**src/rtl/pc_sequencer.sv**
```systemverilog
// Instruction sequencer: owns the cpu pc, holds each instruction for SETTLE_CYC
// cycles (plus stall bubbles), then retires it by loading the cpu's next-PC.
module pc_sequencer #(
  parameter int          PC_W       = 16,
  parameter int          SETTLE_CYC = 2,
  parameter int unsigned MAX_INSTR  = 32'h0000_FFFF
) (
  input  logic            clk,
  input  logic            rst,
  input  logic            start,
  input  logic [PC_W-1:0] start_pc,
  input  logic            halt_req,
  input  logic            stall,
  input  logic [PC_W-1:0] cpu_pc_out,
  output logic [PC_W-1:0] pc,
  output logic            busy,
  output logic            done,
  output logic            retire,
  output logic            taken,
  output logic            bubble,
  output logic [15:0]     instr_count
);

  typedef enum logic [1:0] {
    IDLE = 2'd0,
    EXEC = 2'd1,
    DONE = 2'd2
  } state_t;

  localparam logic [7:0]      SETTLE_RELOAD = 8'(SETTLE_CYC - 1);
  localparam logic [PC_W-1:0] PC_ONE        = PC_W'(1);

  state_t          state, state_nxt;
  logic [PC_W-1:0] pc_nxt;
  logic [7:0]      settle, settle_nxt;
  logic [15:0]     count_nxt;
  logic            halt_pend, halt_pend_nxt;
  logic            retire_nxt, taken_nxt;
  logic            stop;

  always_ff @(posedge clk) begin
    if (rst) begin
      state       <= IDLE;
      pc          <= '0;
      settle      <= '0;
      instr_count <= '0;
      halt_pend   <= 1'b0;
      retire      <= 1'b0;
      taken       <= 1'b0;
    end else begin
      state       <= state_nxt;
      pc          <= pc_nxt;
      settle      <= settle_nxt;
      instr_count <= count_nxt;
      halt_pend   <= halt_pend_nxt;
      retire      <= retire_nxt;
      taken       <= taken_nxt;
    end
  end

  always_comb begin
    state_nxt     = state;
    pc_nxt        = pc;
    settle_nxt    = settle;
    count_nxt     = instr_count;
    halt_pend_nxt = halt_pend;
    retire_nxt    = 1'b0;
    taken_nxt     = 1'b0;
    stop          = 1'b0;
    case (state)
      IDLE, DONE: begin
        if (start) begin
          state_nxt     = EXEC;
          pc_nxt        = start_pc;
          settle_nxt    = SETTLE_RELOAD;
          count_nxt     = '0;
          halt_pend_nxt = halt_req;
        end
      end
      EXEC: begin
        if (halt_req) halt_pend_nxt = 1'b1;
        if (!stall) begin
          if (settle != 8'd0) begin
            settle_nxt = settle - 8'd1;
          end else begin
            // A halt arriving in the retire cycle itself still ends the run here
            stop = halt_pend || halt_req || (cpu_pc_out == pc) ||
                   ((32'(instr_count) + 32'd1) == MAX_INSTR);
            pc_nxt     = cpu_pc_out;
            count_nxt  = instr_count + 16'd1;
            settle_nxt = SETTLE_RELOAD;
            retire_nxt = 1'b1;
            taken_nxt  = (cpu_pc_out != (pc + PC_ONE));
            if (stop) begin
              state_nxt     = DONE;
              halt_pend_nxt = 1'b0;
            end
          end
        end
      end
      default: state_nxt = IDLE;
    endcase
  end

  assign busy   = (state == EXEC);
  assign done   = (state == DONE);
  assign bubble = busy & stall;

endmodule

```
**config.mk**
```make
export PLATFORM = sky130hd
export DESIGN_NAME = pc_sequencer
export DESIGN_NICKNAME = d
export VERILOG_FILES = /design/src/rtl/pc_sequencer.sv
export SDC_FILE = /design/constraint.sdc
export NUM_CORES = 1
export LEC_CHECK = 0
export BUFFER_PORTS_ARGS = -buffer_cell sky130_fd_sc_hd__buf_2
export CORE_MARGIN = 1
export CORE_UTILIZATION = 50
export CTS_CLUSTER_SIZE = 20
export DETAILED_ROUTE_END_ITERATION = 10
export PLACE_DENSITY_LB_ADDON = 0.08
export SYNTH_ARGS = -nofsm -noshare
export SYNTH_HDL_FRONTEND = slang
export SYNTH_SLANG_ARGS = --single-unit
```
**constraint.sdc**
```tcl
create_clock -name clk -period 3.9 [get_ports clk]
set_input_delay 0.39 -clock clk [delete_from_list [all_inputs] [get_ports clk]]
set_output_delay 0.39 -clock clk [all_outputs]
set_load 0.01 [all_outputs]
```
==> metrics.md, run 1 <==
| Metric | Value |
|---|---|
| Status | completed |
| Final period util | 66.6% |
| RSZ-0062 raised after global routing | no |
| Max_slew headroom | 41.7% |
| CP top delay family | buffers and inverters |
| PortBufs | 73 |
| Syn_area_per_cell | 7.49 sq um |
| CTS max path bufs | 2 |
| GPL Wtd Cong | slightly below 0.9 |
| Top post-synthesis cells by area | dfxtp_1, nand2_1, nor2_1, xnor2_1, a311oi_1 |
| Clk_skew | 0.00570 ns |
| CTS Hold Bufs | 0 |
| Largest net degree at the start of global routing | 29 |
| Core footprint | 5540 sq um |
| First-pass DRT Iterations | 4 |
| GRT overflow | 0 |
| CP Data Required Time | approximately 3.5 ns |
| R2R Setup Slk | 1.35 ns |
| H-Tree Depth | 2 |
| Worst vdd ir | 0.222 mV |
| Crit path max fanout | 22 |
| Chip width | 78.3 um |
| Initial core utilization | 52.5% |
| Initial antenna violation count | 0 |
| Final instance area | 3410 sq um |
| Most common cell in the netlist | nand2_1 |
| Detailed Route Iter0 Violations | 142 |
| Critical path capture point type | output pin |
| Number of flops mapped to enable cells by yosys | 0 |
| Mapped Cells | 388 |
| CTS resizes | 0 |
| Worst Hold Launch | start_pc[0] |
| Clock Root Buffer | clkbuf_8 |
| Clock Sink Count | 45 |
| Seq cells post-synth | 45 |
| Vias per Instance | 5.75 |
| Final wirelength | 7480 um |
| Max-cap violations | 0 |
| Hold Path Depth | 3 |
| Leakage | 0.00138 uW |
| Syn-to-layout area delta | 17.1% |
| First-pass GRT wire length | 12600 um |
| Synth Cell Area | 2910 sq um |
| Placed instance area | 3270 sq um |
| Core Rows | 27 |
| Worst path bufs/invs | 3 |
| Worst-margin pin slew | 0.874 ns |
| Setup TNS | 0 ns |
| Sequential share of the synthesized area | 31.0% |
| I/O Pins | 74 |
| CP Cell Sequence | nand2b_1 > inv_1 > buf_4 > buf_2 |
| YS warnings | 0 |
| Final hold violations | 0 |
| Crit path kind | flip-flop to output pin |
| Setup violations, final | 0 |
| Yosys top cell by area | dfxtp_1 |
| Hold Crit Class | input pin to flip-flop |
| Arrival time worst endpoint | 2.21 ns |
| Power Dens Cells | about 370 nW/um^2 |
| Residual DRC count | 0 |
| Worst Hold Path EP | pc[0] |
| NumNets Final | a little under 500 |
| Count of cell types in the netlist | 50 |
| Minimum clock period after layout | between 2 and 3 ns |
| Peak Freq | roughly 0.38 GHz |
| Wire per inst | around 14 um |
| Syn Nets | 430 |
| Synth top cells by count | nand2_1, nor2_1, dfxtp_1 |
| Highest-delay cell along the critical path | nand2b_1 |
| Worst r2r dst | state[1] |
| Most used flip-flop cell after synthesis | dfxtp_1 |
| Layout cells sized above 1 | 20.4% |
| Final Max Tran Viols | 0 |
| CTS tree | done |
| Final antenna-violating net count | 0 |
| RR Startpoint | instr_count[0] |
| Clk slew on worst S/H paths | about 0.09 ns |
| Total GRT Usage | 25.5% |
| Diodes inserted | 0 |
| Chip height | 78.3 um |
| Post-synth top area share | 31.0% |
| Ys async rst share | 0% |
| Final HPWL DP | 5470 um |
| Vias in the first global route | 2675 |
| Die Area | between 6000 and 7000 sq um |
| CP Depth | 4 |
| Post-CTS setup buffers | 0 |
| R2R cell count | 6 |
| DR vias | ~3000 |
| Clk_lat worst skew | 0.30 ns |
| Num CTS Buffers | 5 |
| Max stage delay on crit path | 0.71 ns |
| Critical path startpoint category | flip-flop |
[per-stage QoR]
| stage | hold WS (ns) | power [uW] | cells | setup WS, ns | util (%) |
|---|---|---|---|---|---|
| floorplan | 0.457 | 758 | 388 | 1.56 | - |
| global placement | 0.477 | 851 | 511 | 1.44 | 59.1 |
| detailed placement | 0.482 | 856 | 511 | 1.40 | 59.1 |
| CTS | 0.336 | 1280 | 519 | 1.30 | 61.5 |
| global route | 0.352 | 1350 | 519 | 1.09 | 61.5 |
| finish | 0.342 | 1270 | 519 | 1.30 | 61.5 |
[layout by cell type, fill, tap and decap left out, types with 7 or more instances in the layout]
cell type  count
a21oi_1       14
a311oi_1      18
a31oi_1        8
buf_2         73
dfxtp_1       45
inv_1          8
nand2_1       63
nand3_1       12
nand4_1        9
nor2_1        48
nor3_1         9
nor4_1         7
o21ai_0       18
xnor2_1       19
xor2_1        18
[report_power, final]
group / internal (uW) / leakage (uW) / total (uW) / switching, uW
registers: 495 / 0.000368 / 547 / 52.6
clock network: 255 / 0.0000681 / 425 / 170
logic: 126 / 0.000949 / 301 / 175
total: 875 / 0.00138 / 1270 / 398
[cells by family after synthesis]
group           after synthesis  synth area share (%)
simple gates                188                  32.0
flops                        45                  31.0
fa+ha+maj                     5                  2.15
mux                           1                 0.344
xor+xnor                     37                  11.1
compound gates               80                  18.7
buf+inv                      32                  4.69
[sequential cells by signal (all words and copies together), names as in the netlist]
signal / cells
instr_count: 16
state: 2
taken: 1
retire: 1
halt_pend: 1
pc: 16
settle: 8
[routing by layer]
layer	track usage, %	share of wire [%]	vias to the layer above
li1	-	-	1506
met1	36.1	50	1360
met2	38.0	42	105
met3	5.47	6.0	11
met4	8.89	1.5	0
met5	0	0	-
[worst max path at each step]
| stage | startpoint | endpoint | slack, ns |
|---|---|---|---|
| floorplan | instr_count[1] | state[1] | 1.56 |
| global placement | state[0] | settle[7] | 1.44 |
| detailed placement | state[0] | settle[5] | 1.40 |
| CTS | state[1] | busy | 1.30 |
| global route | state[0] | settle[7] | 1.09 |
| finish | state[1] | busy | 1.30 |
[cell type report]
class                   count  area [sq um]
well taps                  72          90.1
clock buffers               5          68.8
flip-flops and latches     45           901
multi-input cells         311          1870
inverters                   8          30.0
repair buffers             75           380
fillers                   530          2130
clock inverters             3          65.1
[tightest hold or removal path, cell delays in order]
cell	delay, ns
buf_2	0.09
nand2_1	0.04
a311oi_1	0.07
No activity file was read; power rests on OpenSTA's default activity.
==> inputs of run 2 (changes only) <==
--- a/config.mk
+++ b/config.mk
@@ -7,7 +7,7 @@
 export LEC_CHECK = 0
 export BUFFER_PORTS_ARGS = -buffer_cell sky130_fd_sc_hd__buf_2
 export CORE_MARGIN = 1
-export CORE_UTILIZATION = 50
+export CORE_UTILIZATION = 48
 export CTS_CLUSTER_SIZE = 20
 export DETAILED_ROUTE_END_ITERATION = 10
 export PLACE_DENSITY_LB_ADDON = 0.08
==> constraint.sdc (replaced) <==
create_clock -name clk -period 2.2 [get_ports clk]
set_input_delay 0.22 -clock clk [delete_from_list [all_inputs] [get_ports clk]]
set_output_delay 0.22 -clock clk [all_outputs]
set_load 0.01 [all_outputs]
==> run 2 against run 1 <==
Cell area is 8.2% higher; worst setup slack worse by 1.3 ns; clock-buffer cell count is 1 higher; worst hold slack worse by 0.18 ns; critical path depth is 3 higher; die area is 4.1% higher; global-route usage is 1.2 points higher; core utilization is 3.5 points higher; clock power is 60% higher; via count is 3.3% higher; combinational power is 100% higher; first-iteration DRC count is 32% higher; critical endpoint is now state[1]; largest cell class unchanged.
==> metrics.md, run 2 (synthesis gave the netlist of run 1 again) <==
| Metric | Value |
|---|---|
| Chip width | 79.8 um (+2.0%) |
| Final antenna-violating net count | 0 (unchanged) |
| Diodes inserted | 0 (unchanged) |
| Final instance area | 3690 sq um (+8.2%) |
| Biggest regs | instr_count (16), pc (16), settle (8) |
| Fin util | 64.9% (+3.5 points) |
| Initial antenna violation count | 0 (unchanged) |
| Final wirelength | 8170 um (+9.3%) |
| Worst-margin pin slew | 0.570 ns (-0.304 ns) |
| H-Tree Depth | 2 (unchanged) |
| RSZ-0062 raised after global routing | yes |
| Most frequent cells in the layout | buf_2, nand2_1, nor2_1 |
| NetSw | 733 uW (+84%) |
| Crit path max fanout | 5 (-77%) |
| Die Area | 6370 sq um (+4.1%) |
| Residual DRC count | 0 (unchanged) |
| Arrival time worst endpoint | 2.39 ns (+0.18 ns) |
| Worst Hold Launch | start_pc[2] |
| Initial core utilization | 51.2% (-1.2 points) |
| Core footprint | 5680 sq um (+2.4%) |
| Worst vdd ir | 0.355 mV (+60%) |
| DR vias | 3080 (+3.3%) |
| Hold Crit Class | input pin to flip-flop |
| Reg area | 912 sq um (+1.3%) |
| Int Pwr | 1510 uW (+73%) |
| Clock Root Buffer | clkbuf_8 |
| Leakage | 0.00153 uW (+10%) |
| NumNets Final | 517 (+5.9%) |
| Status | completed |
| Final HPWL DP | 6060 um (+11%) |
| GRT overflow | 0 (unchanged) |
| Logic pwr share | 27.2% (+3.5 points) |
| CTS max path bufs | 2 (unchanged) |
| Layout cells sized above 1 | 28.4% (+8.0 points) |
| Max_slew headroom | 62.0% (+20 points) |
| Final worst slack | 0.0515 ns (-1.25 ns) |
| Place WS | -0.0126 ns (-1.41 ns) |
| Critical path startpoint category | flip-flop |
| Final Max Tran Viols | 0 (unchanged) |
| Max-cap violations | 0 (unchanged) |
| R2R Setup Slk | 0.05 ns (-1.30 ns) |
| RR Startpoint | instr_count[0] |
| Vias in the first global route | 2864 (+7.1%) |
| Setup violations, final | 0 (unchanged) |
| Largest net degree at the start of global routing | 29 (unchanged) |
| PortBufs | 73 (unchanged) |
| Clk pwr share | 30.2% (-3.2 points) |
| Wire per inst | 14.9 um (+3.5%) |
| I/O Pins | 74 (unchanged) |
| Chip height | 79.8 um (+2.0%) |
| Vias per Instance | 5.62 (-2.2%) |
| CP Data Required Time | 2.44 ns (-1.07 ns) |
| Clk_lat worst skew | 0.31 ns (about the same) |
| First-pass DRT Iterations | 4 (unchanged) |
| CTS Hold Bufs | 0 (unchanged) |
| First-pass GRT wire length | 13400 um (+6.0%) |
| Final hold violations | 0 (unchanged) |
| Most common cell after layout, fill and taps aside | buf_2 |
| Detailed Route Iter0 Violations | 188 (+32%) |
| GPL Wtd Cong | 0.874 (unchanged) |
| Final period util | 97.7% |
| Crit path kind | flip-flop to flip-flop |
| Critical path capture point type | flip-flop |
| Setup crit start | instr_count[0] |
| Placed instance area | 3480 sq um (+6.3%) |
| Power Dens Cells | 610 nW/um^2 (+63%) |
| Syn-to-layout area delta | 26.8% |
| Clk_skew | 0.00635 ns (+0.000651 ns) |
| CTS tree | done |
| Clk slew on worst S/H paths | 0.09 ns (about the same) |
| Multi-input gate area | 1930 sq um (+3.3%) |
| Total GRT Usage | 26.8% (+1.2 points) |
| FILL cells | 533 (+0.57%) |
| Sequential share of power | 42.6% (-0.4 points) |
| Sw Ratio | 32.6% (+1.4 points) |
| Num CTS Buffers | 5 (unchanged) |
| Clock Sink Count | 45 (unchanged) |
| Core Rows | 27 (unchanged) |
| Minimum clock period after layout | 2.15 ns |
| Peak Freq | 0.465 GHz |
==> run 2: changes by cell type in the layout (fill, tap and decap cells not counted), moves of 2 or more <==
cell	delta
ha_2	+2
buf_4	+28
nor3_2	+2
dfxtp_2	+3
dfxtp_1	-5
nor3_1	-2
ha_1	-3
dfxtp_4	+2
==> run 2: repair_timing <==
action / in CTS / in global routing
gates resized for setup: 1 / 14
setup endpoints to repair: 1 / 22
setup buffers: 4 / 0
pin swaps: 4 / 2
==> run 2: critical path, cell delays in order, from the launching register on <==
cell     delay, ns
dfxtp_4       0.37
inv_1         0.06
ha_2          0.16
nand3_1       0.07
or4_1         0.53
or3_1         0.34
or4_1         0.41
a21oi_1       0.15
==> run 2: power by group through the flow <==
stage          clock network (uW)  logic, uW  registers (uW)
2_1_floorplan                   0        369             975
3_3_place_gp                    0        573             970
3_5_place_dp                    0        582             974
4_1_cts                       681        593             953
5_1_grt                       717        685             970
6_report                      678        611             959
==> run 2: final cells by class <==
cell class                 instances  area share, %
clock buffer                       6           2.24
clock inverter                     2          0.984
inverter                           8          0.815
multi-input combinational        311           52.4
sequential                        45           24.7
tap                               72           2.44
timing repair buffer             104           16.3
==> run 2: worst paths after layout <==
check,endpoint,cells past startpoint
max,state[1],7
min reg2reg,settle[2],2
min,pc[2],3
max reg2reg,state[1],7
==> run 2: through the flow <==
stage	power [uW]	hold slack (ns)	setup TNS [ns]	std cells
after floorplan	1340	0.379	0	388
after global placement	1540	0.480	0	536
after detailed placement	1560	0.487	-0.0126	536
after CTS	2230	0.168	0	548
after global routing	2370	0.177	-0.0866	548
final	2250	0.165	0	548
==> run 2: per-layer routing <==
metal | track usage [%] | vias up | routed length [um] | share of wire (%)
li1 | - | 1559 | - | -
met1 | 37.6 | 1408 | 3920 | 48
met2 | 40.5 | 101 | 3650 | 45
met3 | 5.49 | 12 | 499 | 6.1
met4 | 8.57 | 0 | 95 | 1.2
met5 | 0 | - | 0 | 0
